File: config.mk
export PLATFORM = sky130hd
export DESIGN_NAME = alu_result_queue
export DESIGN_NICKNAME = d
export VERILOG_FILES = /design/src/rtl/alu_result_queue_pkg.sv /design/src/rtl/alu_result_fifo.sv /design/src/rtl/alu_result_queue.sv
export SDC_FILE = /design/constraint.sdc
export NUM_CORES = 1
export LEC_CHECK = 0
export ABC_AREA = 1
export ABC_CLOCK_PERIOD_IN_PS = 1900
export CAP_MARGIN = 10
export CORE_UTILIZATION = 42
export CTS_CLUSTER_DIAMETER = 80
export DETAILED_ROUTE_END_ITERATION = 10
export PLACE_DENSITY = 0.8
export SLEW_MARGIN = 20
export SYNTH_ARGS = -nofsm -noshare
export SYNTH_HDL_FRONTEND = slang
export SYNTH_HIERARCHICAL = 1
export SYNTH_SLANG_ARGS = --single-unit
File: constraint.sdc
create_clock -name clk -period 1.9 [get_ports clk]
set_input_delay 0.38 -clock clk [delete_from_list [all_inputs] [get_ports clk]]
set_output_delay 0.38 -clock clk [all_outputs]
set_load 0.02 [all_outputs]
File: src/rtl/alu_result_queue_pkg.sv
// ============================================================================
// Module      : alu_result_queue_pkg
// Description : Opcode constants, flag bit indices and opcode decode shared by
//               the ALU result queue.
// Revision    : 1.0 - initial release
// ============================================================================
`default_nettype none

package alu_result_queue_pkg;

  localparam logic [3:0] OP_ADD = 4'b0100;
  localparam logic [3:0] OP_SUB = 4'b0101;
  localparam logic [3:0] OP_NOT = 4'b1000;
  localparam logic [3:0] OP_OR  = 4'b1001;
  localparam logic [3:0] OP_AND = 4'b1010;
  localparam logic [3:0] OP_XOR = 4'b1011;
  localparam logic [3:0] OP_SLL = 4'b1100;
  localparam logic [3:0] OP_SRL = 4'b1101;
  localparam logic [3:0] OP_SRA = 4'b1110;
  localparam logic [3:0] OP_CPY = 4'b1111;

  localparam int FLAG_Z = 0;
  localparam int FLAG_N = 1;
  localparam int FLAG_C = 2;
  localparam int FLAG_W = 3;

  typedef enum logic [2:0] {
    SEL_ILLEGAL = 3'd0,
    SEL_ADD_SUB = 3'd1,
    SEL_NOT     = 3'd2,
    SEL_OR      = 3'd3,
    SEL_AND     = 3'd4,
    SEL_XOR     = 3'd5,
    SEL_SHIFT   = 3'd6,
    SEL_PASS    = 3'd7
  } sel_e;

  function automatic sel_e decode_op(input logic [3:0] op);
    sel_e sel;
    case (op)
      OP_ADD, OP_SUB:         sel = SEL_ADD_SUB;
      OP_NOT:                 sel = SEL_NOT;
      OP_OR:                  sel = SEL_OR;
      OP_AND:                 sel = SEL_AND;
      OP_XOR:                 sel = SEL_XOR;
      OP_SLL, OP_SRL, OP_SRA: sel = SEL_SHIFT;
      OP_CPY:                 sel = SEL_PASS;
      default:                sel = SEL_ILLEGAL;
    endcase
    return sel;
  endfunction

endpackage

`default_nettype wire

File: src/rtl/alu_result_fifo.sv
// ============================================================================
// Module      : alu_result_fifo
// Description : Generic DEPTH-entry synchronous FIFO with occupancy count;
//               head data reads as zero while empty.
// Revision    : 1.0 - initial release
// ============================================================================
`default_nettype none

module alu_result_fifo #(
  parameter int W     = 9,
  parameter int DEPTH = 2
) (
  input  logic         clk,
  input  logic         rst,
  input  logic         push_valid,
  output logic         push_ready,
  input  logic [W-1:0] push_data,
  output logic         pop_valid,
  input  logic         pop_ready,
  output logic [W-1:0] pop_data
);

  localparam int PTR_W = (DEPTH > 1) ? $clog2(DEPTH) : 1;
  localparam int CNT_W = $clog2(DEPTH + 1);
  localparam logic [CNT_W-1:0] FULL_CNT = CNT_W'(DEPTH);

  logic [W-1:0]     mem_q [DEPTH];
  logic [W-1:0]     mem_d [DEPTH];
  logic [PTR_W-1:0] wr_ptr_q, wr_ptr_d;
  logic [PTR_W-1:0] rd_ptr_q, rd_ptr_d;
  logic [CNT_W-1:0] count_q, count_d;
  logic             full, empty, do_push, do_pop;

  assign full    = (count_q == FULL_CNT);
  assign empty   = (count_q == '0);
  // Full blocks the push even when a pop frees a slot this same cycle.
  assign do_push = push_valid & ~full;
  assign do_pop  = pop_ready & ~empty;

  always_comb begin
    mem_d    = mem_q;
    wr_ptr_d = wr_ptr_q;
    rd_ptr_d = rd_ptr_q;
    count_d  = count_q;
    if (do_push) begin
      mem_d[wr_ptr_q] = push_data;
      wr_ptr_d        = wr_ptr_q + 1'b1;
    end
    if (do_pop) begin
      rd_ptr_d = rd_ptr_q + 1'b1;
    end
    case ({do_push, do_pop})
      2'b10:   count_d = count_q + 1'b1;
      2'b01:   count_d = count_q - 1'b1;
      default: count_d = count_q;
    endcase
  end

  always_ff @(posedge clk) begin
    if (rst) begin
      wr_ptr_q <= '0;
      rd_ptr_q <= '0;
      count_q  <= '0;
    end else begin
      wr_ptr_q <= wr_ptr_d;
      rd_ptr_q <= rd_ptr_d;
      count_q  <= count_d;
    end
  end

  always_ff @(posedge clk) begin
    mem_q <= mem_d;
  end

  assign push_ready = ~full;
  assign pop_valid  = ~empty;
  assign pop_data   = empty ? '0 : mem_q[rd_ptr_q];

endmodule

`default_nettype wire

File: src/rtl/alu_result_queue.sv
// ============================================================================
// Module      : alu_result_queue
// Description : Selects one ALU result by opcode and queues it with illegal
//               marker, optional flags (macro ALU_FLAGS_EN) and error count.
// Revision    : 1.0 - initial release
// ============================================================================
`default_nettype none

module alu_result_queue
  import alu_result_queue_pkg::*;
#(
  parameter int WIDTH = 8,
  parameter int DEPTH = 2,
  parameter int ERR_W = 8
) (
  input  logic             clk,
  input  logic             rst,
  input  logic             in_valid,
  output logic             in_ready,
  input  logic [3:0]       opcode,
  input  logic [WIDTH-1:0] add_sub_res,
  input  logic             add_sub_cout,
  input  logic [WIDTH-1:0] not_res,
  input  logic [WIDTH-1:0] or_res,
  input  logic [WIDTH-1:0] and_res,
  input  logic [WIDTH-1:0] xor_res,
  input  logic [WIDTH-1:0] shift_res,
  input  logic [WIDTH-1:0] pass_res,
  output logic             out_valid,
  input  logic             out_ready,
  output logic [WIDTH-1:0] out_data,
  output logic             out_illegal,
  output logic [2:0]       out_flags,
  output logic [ERR_W-1:0] err_count
);

`ifdef ALU_FLAGS_EN
  localparam int ENTRY_W = WIDTH + 1 + FLAG_W;
`else
  localparam int ENTRY_W = WIDTH + 1;
`endif

  sel_e               sel;
  logic [WIDTH-1:0]   sel_data;
  logic               illegal;
  logic               push;
  logic [ENTRY_W-1:0] wr_entry;
  logic [ENTRY_W-1:0] rd_entry;
  logic [ERR_W-1:0]   err_count_q, err_count_d;

  always_comb begin
    sel      = decode_op(opcode);
    sel_data = '0;
    case (sel)
      SEL_ADD_SUB: sel_data = add_sub_res;
      SEL_NOT:     sel_data = not_res;
      SEL_OR:      sel_data = or_res;
      SEL_AND:     sel_data = and_res;
      SEL_XOR:     sel_data = xor_res;
      SEL_SHIFT:   sel_data = shift_res;
      SEL_PASS:    sel_data = pass_res;
      default:     sel_data = '0;
    endcase
  end

  assign illegal = (sel == SEL_ILLEGAL);
  assign push    = in_valid & in_ready;

`ifdef ALU_FLAGS_EN
  logic [FLAG_W-1:0] in_flags;

  always_comb begin
    in_flags = '0;
    if (illegal) begin
      in_flags[FLAG_Z] = 1'b1;
    end else begin
      in_flags[FLAG_Z] = (sel_data == '0);
      in_flags[FLAG_N] = sel_data[WIDTH-1];
      in_flags[FLAG_C] = (sel == SEL_ADD_SUB) & add_sub_cout;
    end
  end

  assign wr_entry  = {in_flags, illegal, sel_data};
  assign out_flags = rd_entry[ENTRY_W-1 -: FLAG_W];
`else
  logic unused_cout;

  assign unused_cout = add_sub_cout;
  assign wr_entry    = {illegal, sel_data};
  assign out_flags   = '0;
`endif

  alu_result_fifo #(
    .W     (ENTRY_W),
    .DEPTH (DEPTH)
  ) u_fifo (
    .clk        (clk),
    .rst        (rst),
    .push_valid (in_valid),
    .push_ready (in_ready),
    .push_data  (wr_entry),
    .pop_valid  (out_valid),
    .pop_ready  (out_ready),
    .pop_data   (rd_entry)
  );

  assign out_data    = rd_entry[WIDTH-1:0];
  assign out_illegal = rd_entry[WIDTH];

  // Saturates at all-ones so a stuck illegal source cannot wrap the count.
  always_comb begin
    err_count_d = err_count_q;
    if (push && illegal && (err_count_q != '1)) begin
      err_count_d = err_count_q + 1'b1;
    end
  end

  always_ff @(posedge clk) begin
    if (rst) begin
      err_count_q <= '0;
    end else begin
      err_count_q <= err_count_d;
    end
  end

  assign err_count = err_count_q;

endmodule

`default_nettype wire
* Word level (Yosys, flattened, before mapping)
Memory sizes are Yosys's and may differ from the RTL's.
Cells that the tools add are included.
** Storage, ports and cells
- Register bits :: 30
- Bits in read-only memories :: 48
- Input port bits :: 65
- Word-level logic and storage cells :: 47
- Memories :: 1
** Operators by class
- Add/subtract/negate cells :: 5
- Magnitude comparators :: 3
- Equality and inequality tests :: 11
- Mux-type cells :: 9
- Bitwise operators :: 6
- Reduce and logical (&&, ||, !) cells :: 6
** Memories
- (no name shown) :: words 16, width 3, read ports 1, clocked after Yosys merged registers in 0, wr ports 0, line alu_result_queue_pkg.sv:40 : case (op)
** Operator list (count)
- $pmux W8 S7 :: 1
- $mux W9 :: 5
- $bwmux W18 :: 1
- $eq A3 B3 Y1 const B :: 4
- $demux W9 S1 :: 1
- $add A8 B1 Y8 const B :: 1
- $ne A8 B8 Y1 const B :: 1
- $eq A3 B2 Y1 const B :: 2
- $eq A2 B2 Y1 const B :: 2
- $ge A2 B2 Y1 const B :: 2
- $not A1 Y2 :: 2
- $pmux W2 S2 :: 1
- $eq A3 B1 Y1 const B :: 1
- $logic_and A1 B1 Y1 :: 3
- $logic_not A3 Y1 :: 1
- $add A1 B1 Y1 const B :: 2
- $add A2 B1 Y2 const B :: 1
- $and A1 B1 Y1 :: 2
- $eq A2 B1 Y1 const B :: 1
- $logic_not A2 Y1 :: 1
- $lt A2 B1 Y1 const B :: 1
- $not A1 Y1 :: 2
- $reduce_bool A2 Y1 :: 1
- $sub A2 B1 Y2 const B :: 1

* Longest topological paths before layout
- Depth in word-level cells :: 6
- Gate-level depth with buffers :: 9

* By module
Netlist, hierarchy kept.
** By module, submodules not included
- alu_result_queue :: instances 1, cells an instance 197, area an instance 1049.8 µm²
- alu_result_fifo :: instances 1, cells an instance 83, area an instance 918.4 µm²

* Least setup slack after synthesis
No wires, ideal clock.
- Path kind :: reg2reg
- Start point :: register err_count_q[1], in the netlist err_count[1]
- End point :: register err_count_q[3], in the netlist err_count[3]
- Setup time :: 70 ps
- Data arrival time :: 1366 ps
- Setup slack :: 464 ps
- Cell stages (with the launch flop) :: 8
- Path buffers :: 0
- Period minus slack after synthesis :: 1436 ps
- Cell sequence :: dfxtp_1 ha_1 nand3_1 inv_1 nand3_1 nand2_2 nand2_1 a21oi_1
** Between the ends
- Longest elaborated chain between the ends :: 2
** Ends and longest elaborated chain
- from (decl) :: line alu_result_queue.sv:49 : logic [ERR_W-1:0] err_count_q, err_count_d;
- from (signal assigned) :: line alu_result_queue.sv:122 : err_count_q <= err_count_d;
- parallel branches: the longest is 2 deep, another holds $add A8 B1 Y8
Several ways; the timed one is not identified.
A chain may end at the register's enable or synchronous reset.

* Final worst setup path
- Start point :: register u_fifo.count_q[1]
- End point :: output out_valid
** Between the ends
- Longest elaborated chain between the ends :: 2
** Ends and longest elaborated chain
- from (decl) :: line alu_result_fifo.sv:31 : logic [CNT_W-1:0] count_q, count_d;
- from (signal assigned) :: line alu_result_fifo.sv:67 : count_q <= count_d;
- $logic_not A2 Y1 :: line alu_result_fifo.sv:35 : assign empty = (count_q == '0);
- $not A1 Y1 :: line alu_result_fifo.sv:76 : assign pop_valid = ~empty;
- to (decl) :: line alu_result_queue.sv:29 : output logic out_valid,
Every way passes these cells.

==> impl.org <==
** Routing
- Antenna viol nets, final :: 0
- Average wire length per cell after detail routing :: roughly 12 µm
- Summed over all layers, the routed wires come to approximately 5100 µm.
- Vias per cell :: approximately 5
- Via count of the routed design :: 2140
- For this run, design rule violations remaining after detail routing come to 0.
- The first detailed-routing pass ran for 4 iterations.
- In this run, the number of DRC markers left after iteration 0 of detailed routing was between 100 and 150.

** Clock network
- Clock latency on the worst-skew pair :: 0.27 ns
- Clock tree synthesis selected as its root buffer the cell clkbuf_8.
- The H-tree was split into 2 levels.
- Total CTS buffers :: 5
- Number of sinks on the clock net :: 30
- CTS tree :: done
- After clock tree synthesis, the clock-pin slew on the worst setup and hold paths is approximately 0.060 ns.
- CTS max path bufs :: 2
- After clock tree synthesis, the flow added hold-fix buffers numbering 0.

** Synthesis
- In this run the biggest area consumer among cell types represents 27.46% of the synthesized area.
- Counting every instance in the synthesized netlist gives 280.
- Post-synthesis simple-gate area fraction :: roughly 44%
- The synthesized netlist devotes ~1.3% of its cell area to adder and majority cells.
- The number of different library cells used by synthesis comes to 28.
- Register bit count reported by yosys :: 30
- The mapped netlist covers ~2000 µm².
- Post-synth top area cell :: edfxtp_1
- Area fraction in compound gates after synthesis :: under 10%
- Top area cells in the synthesized netlist :: edfxtp_1, nand2_1, dfxtp_1
- Share of cell area taken by muxes after synthesis :: 0%
- The synthesized netlist devotes less than 1% of its cell area to XOR and XNOR gates.
- Share of the yosys chip area belonging to registers :: between 30% and 40%
- A synthesized cell averages approximately 7 µm².
- Yosys warning count :: 6
- After synthesis, the largest family of logic cells by area is simple AND/OR/NAND/NOR gates.

** Placement
- Before CTS, the worst setup slack after placement is -0.1500 ns.
- Including well taps, the total number of placed cells is around 420.
- Count of buffers inserted at the top-level ports :: 82
- Post-DP HPWL :: 4041 µm
- The congestion estimate from routability-driven global placement came to between 0.8 and 0.9.

** Critical path
- Critical path launch point type :: flip-flop
- Worst path max stage delay :: 0.53 ns
- For this design, the slowest cell found on the critical path is clkdlybuf4s50_1.
- STA classifies the critical path endpoint as an output pin.
- By startpoint and endpoint, the worst setup path is classified as flip-flop to output pin.
- CP arrival :: ~1.5 ns
- Worst path top cell family by delay :: buffers and inverters
- The number of buffers and inverters on the critical path is 2.
- Walking the worst path, the cells encountered are nor2_4, inv_1, clkdlybuf4s50_1.
- Required time at the endpoint of the critical path :: around 1.5 ns
- In this run the worst path has a maximum fanout of 9.

** Timing
- The max-slew violation total from the final report came to 0.
- Clock tree skew after final layout :: 0.004021 ns
- Timing would allow up to roughly 550 MHz.
- RSZ-0062 raised after global routing :: false
- Final hold violation count :: 0
- Setup violations remaining at the end of the flow were counted as 0.
- Worst slew margin relative to its limit :: between 60% and 70%
- PnR worst setup slack :: about 0.072 ns
- The routed design could run at a clock period as short as ~1.8 ns.
- Setup_tns :: 0 ns
- For the pin with the worst max-slew slack, the measured transition is roughly 0.59 ns.
- After layout, the worst path uses a little over nine tenths of the clock period.
- Hold slack :: between 0.5 and 0.6 ns

** Floorplan
- Die Area :: 4964 µm²
- Horizontal extent of the die :: 70.46 µm
- The floorplan has 24 rows.
- From bottom edge to top edge, the die measures slightly above 70 µm.
- just under 90 I/O pins were placed.
- The region available for standard cell placement spans about 4400 µm².
- Effective utilization at floorplan :: between 40% and 50%

** Power and ir drop
- IR analysis of the VDD net gives a maximum drop of just over 0.0004 V.
- Static Leakage :: about 0.0013 µW
- Power density over cell area :: between 700 and 800 nW/µm²

** Final layout
- Commonest cells after routing, fill and taps aside :: nand2_1, clkdlybuf4s50_1, nand3_1
- The number of antenna diodes in the final layout is 0.
- The finished layout holds approximately 430 standard cells, fillers aside.
- Layout overhead on the synthesized area :: 53.78%
- Of the cells placed in the final design, the portion with a size suffix greater than 1 is 12.30%.
- Most common cell after layout, fill and taps aside :: nand2_1
- In the final design database the tool counted around 450 nets.
- Fraction of the core area covered by cells at the end of the flow :: between 60 and 70%

** Global route
- Summed over all layers, the global routing overflow is 0.
- In the global route stage, overall resource usage came out at a little over a fifth.
- Global-route wire length before repair :: approximately 8400 µm
- Number of antenna violations at the first check in global routing :: 0
- Entering global routing, the biggest net connects 13 pins.
- The via count of the first global-routing pass came to 1961.

** Status
- The run finished with clean final reports.

** Flow run
- Max-cap viol count :: 0

** Hold path
- In this run the worst hold path is classified as flip-flop to flip-flop.
flip-flops by register name, indices dropped and copies added, names as in the netlist:
name             flops
err_count            8
u_fifo/count_q       2
u_fifo/mem_q        18
u_fifo/rd_ptr_q      1
u_fifo/wr_ptr_q      1
path summary, 6_finish.rpt:
kind	start	endpoint	slack, ns	depth (start not counted)
min	err_count[7]$_SDFFE_PP0P_	err_count[7]$_SDFFE_PP0P_	0.52	2
max	u_fifo/count_q[1]$_SDFFE_PP0P_	out_valid	0.07	3
min reg2reg	err_count[7]$_SDFFE_PP0P_	err_count[7]$_SDFFE_PP0P_	0.52	2
max reg2reg	u_fifo/count_q[1]$_SDFFE_PP0P_	u_fifo/count_q[1]$_SDFFE_PP0P_	0.35	9
worst reg2reg max path, cell delays in order, from the launching register on:
cell and delay (ns):
dfxtp_2 0.36, nor2_4 0.22, buf_4 0.15, nor2_2 0.04, ha_1 0.26, inv_1 0.10
nand2_1 0.07, nor2_1 0.09, nor2_1 0.05, nor2_1 0.13
synth_stat cells (all sizes together):
master	number
a211oi	1
a21oi	19
and3	2
buf	7
conb	1
dfxtp	12
edfxtp	18
ha	2
inv	24
nand2	119
nand3	25
nand3b	4
nand4	4
nor2	32
nor3	4
nor3b	1
o21ai	3
xor2	2
layer usage:
metal,GRT usage [%],vias up,wire length (µm)
li1,-,1099,-
met1,27.06,937,2153
met2,36.30,99,2528
met3,4.040,5,373
met4,8.222,0,67
met5,0,-,0
logic make-up after synthesis:
logic type	count (synthesis)
AND/OR/NAND/NOR	191
flip-flops	30
AO/OA/AOI/OAI	23
buffers and inverters	31
other	1
adder cells (fa/ha/maj)	2
XOR/XNOR	2
where the power goes:
part,internal (µW),switching (µW),leakage [µW]
registers,779,55.7,0.000270
logic,375,438,0.000994
clock network,295,220,0.0000455
area by class of cell:
class                      instances  area, µm²
timing repair buffer              99      935.9
multi-input combinational        221       1060
tap                               52      65.06
clock buffer                       8      90.09
sequential                        30      783.3
inverter                          24      92.59
fill                             358       1388
metrics by stage:
step	total power (µW)	area (µm²)
floorplan	1272	1976
global placement	1635	2917
detailed placement	1648	2917
CTS	2129	3004
global route	2281	3027
finish	2162	3027
repair_timing:
action	in CTS	in global routing
buffers inserted	0	3
gates resized for setup	14	0
endpoints found under the hold margin	0	0
endpoints found under the setup margin	10	1
pin swaps	0	1
Note: power is estimated with default switching activity, not from simulation.
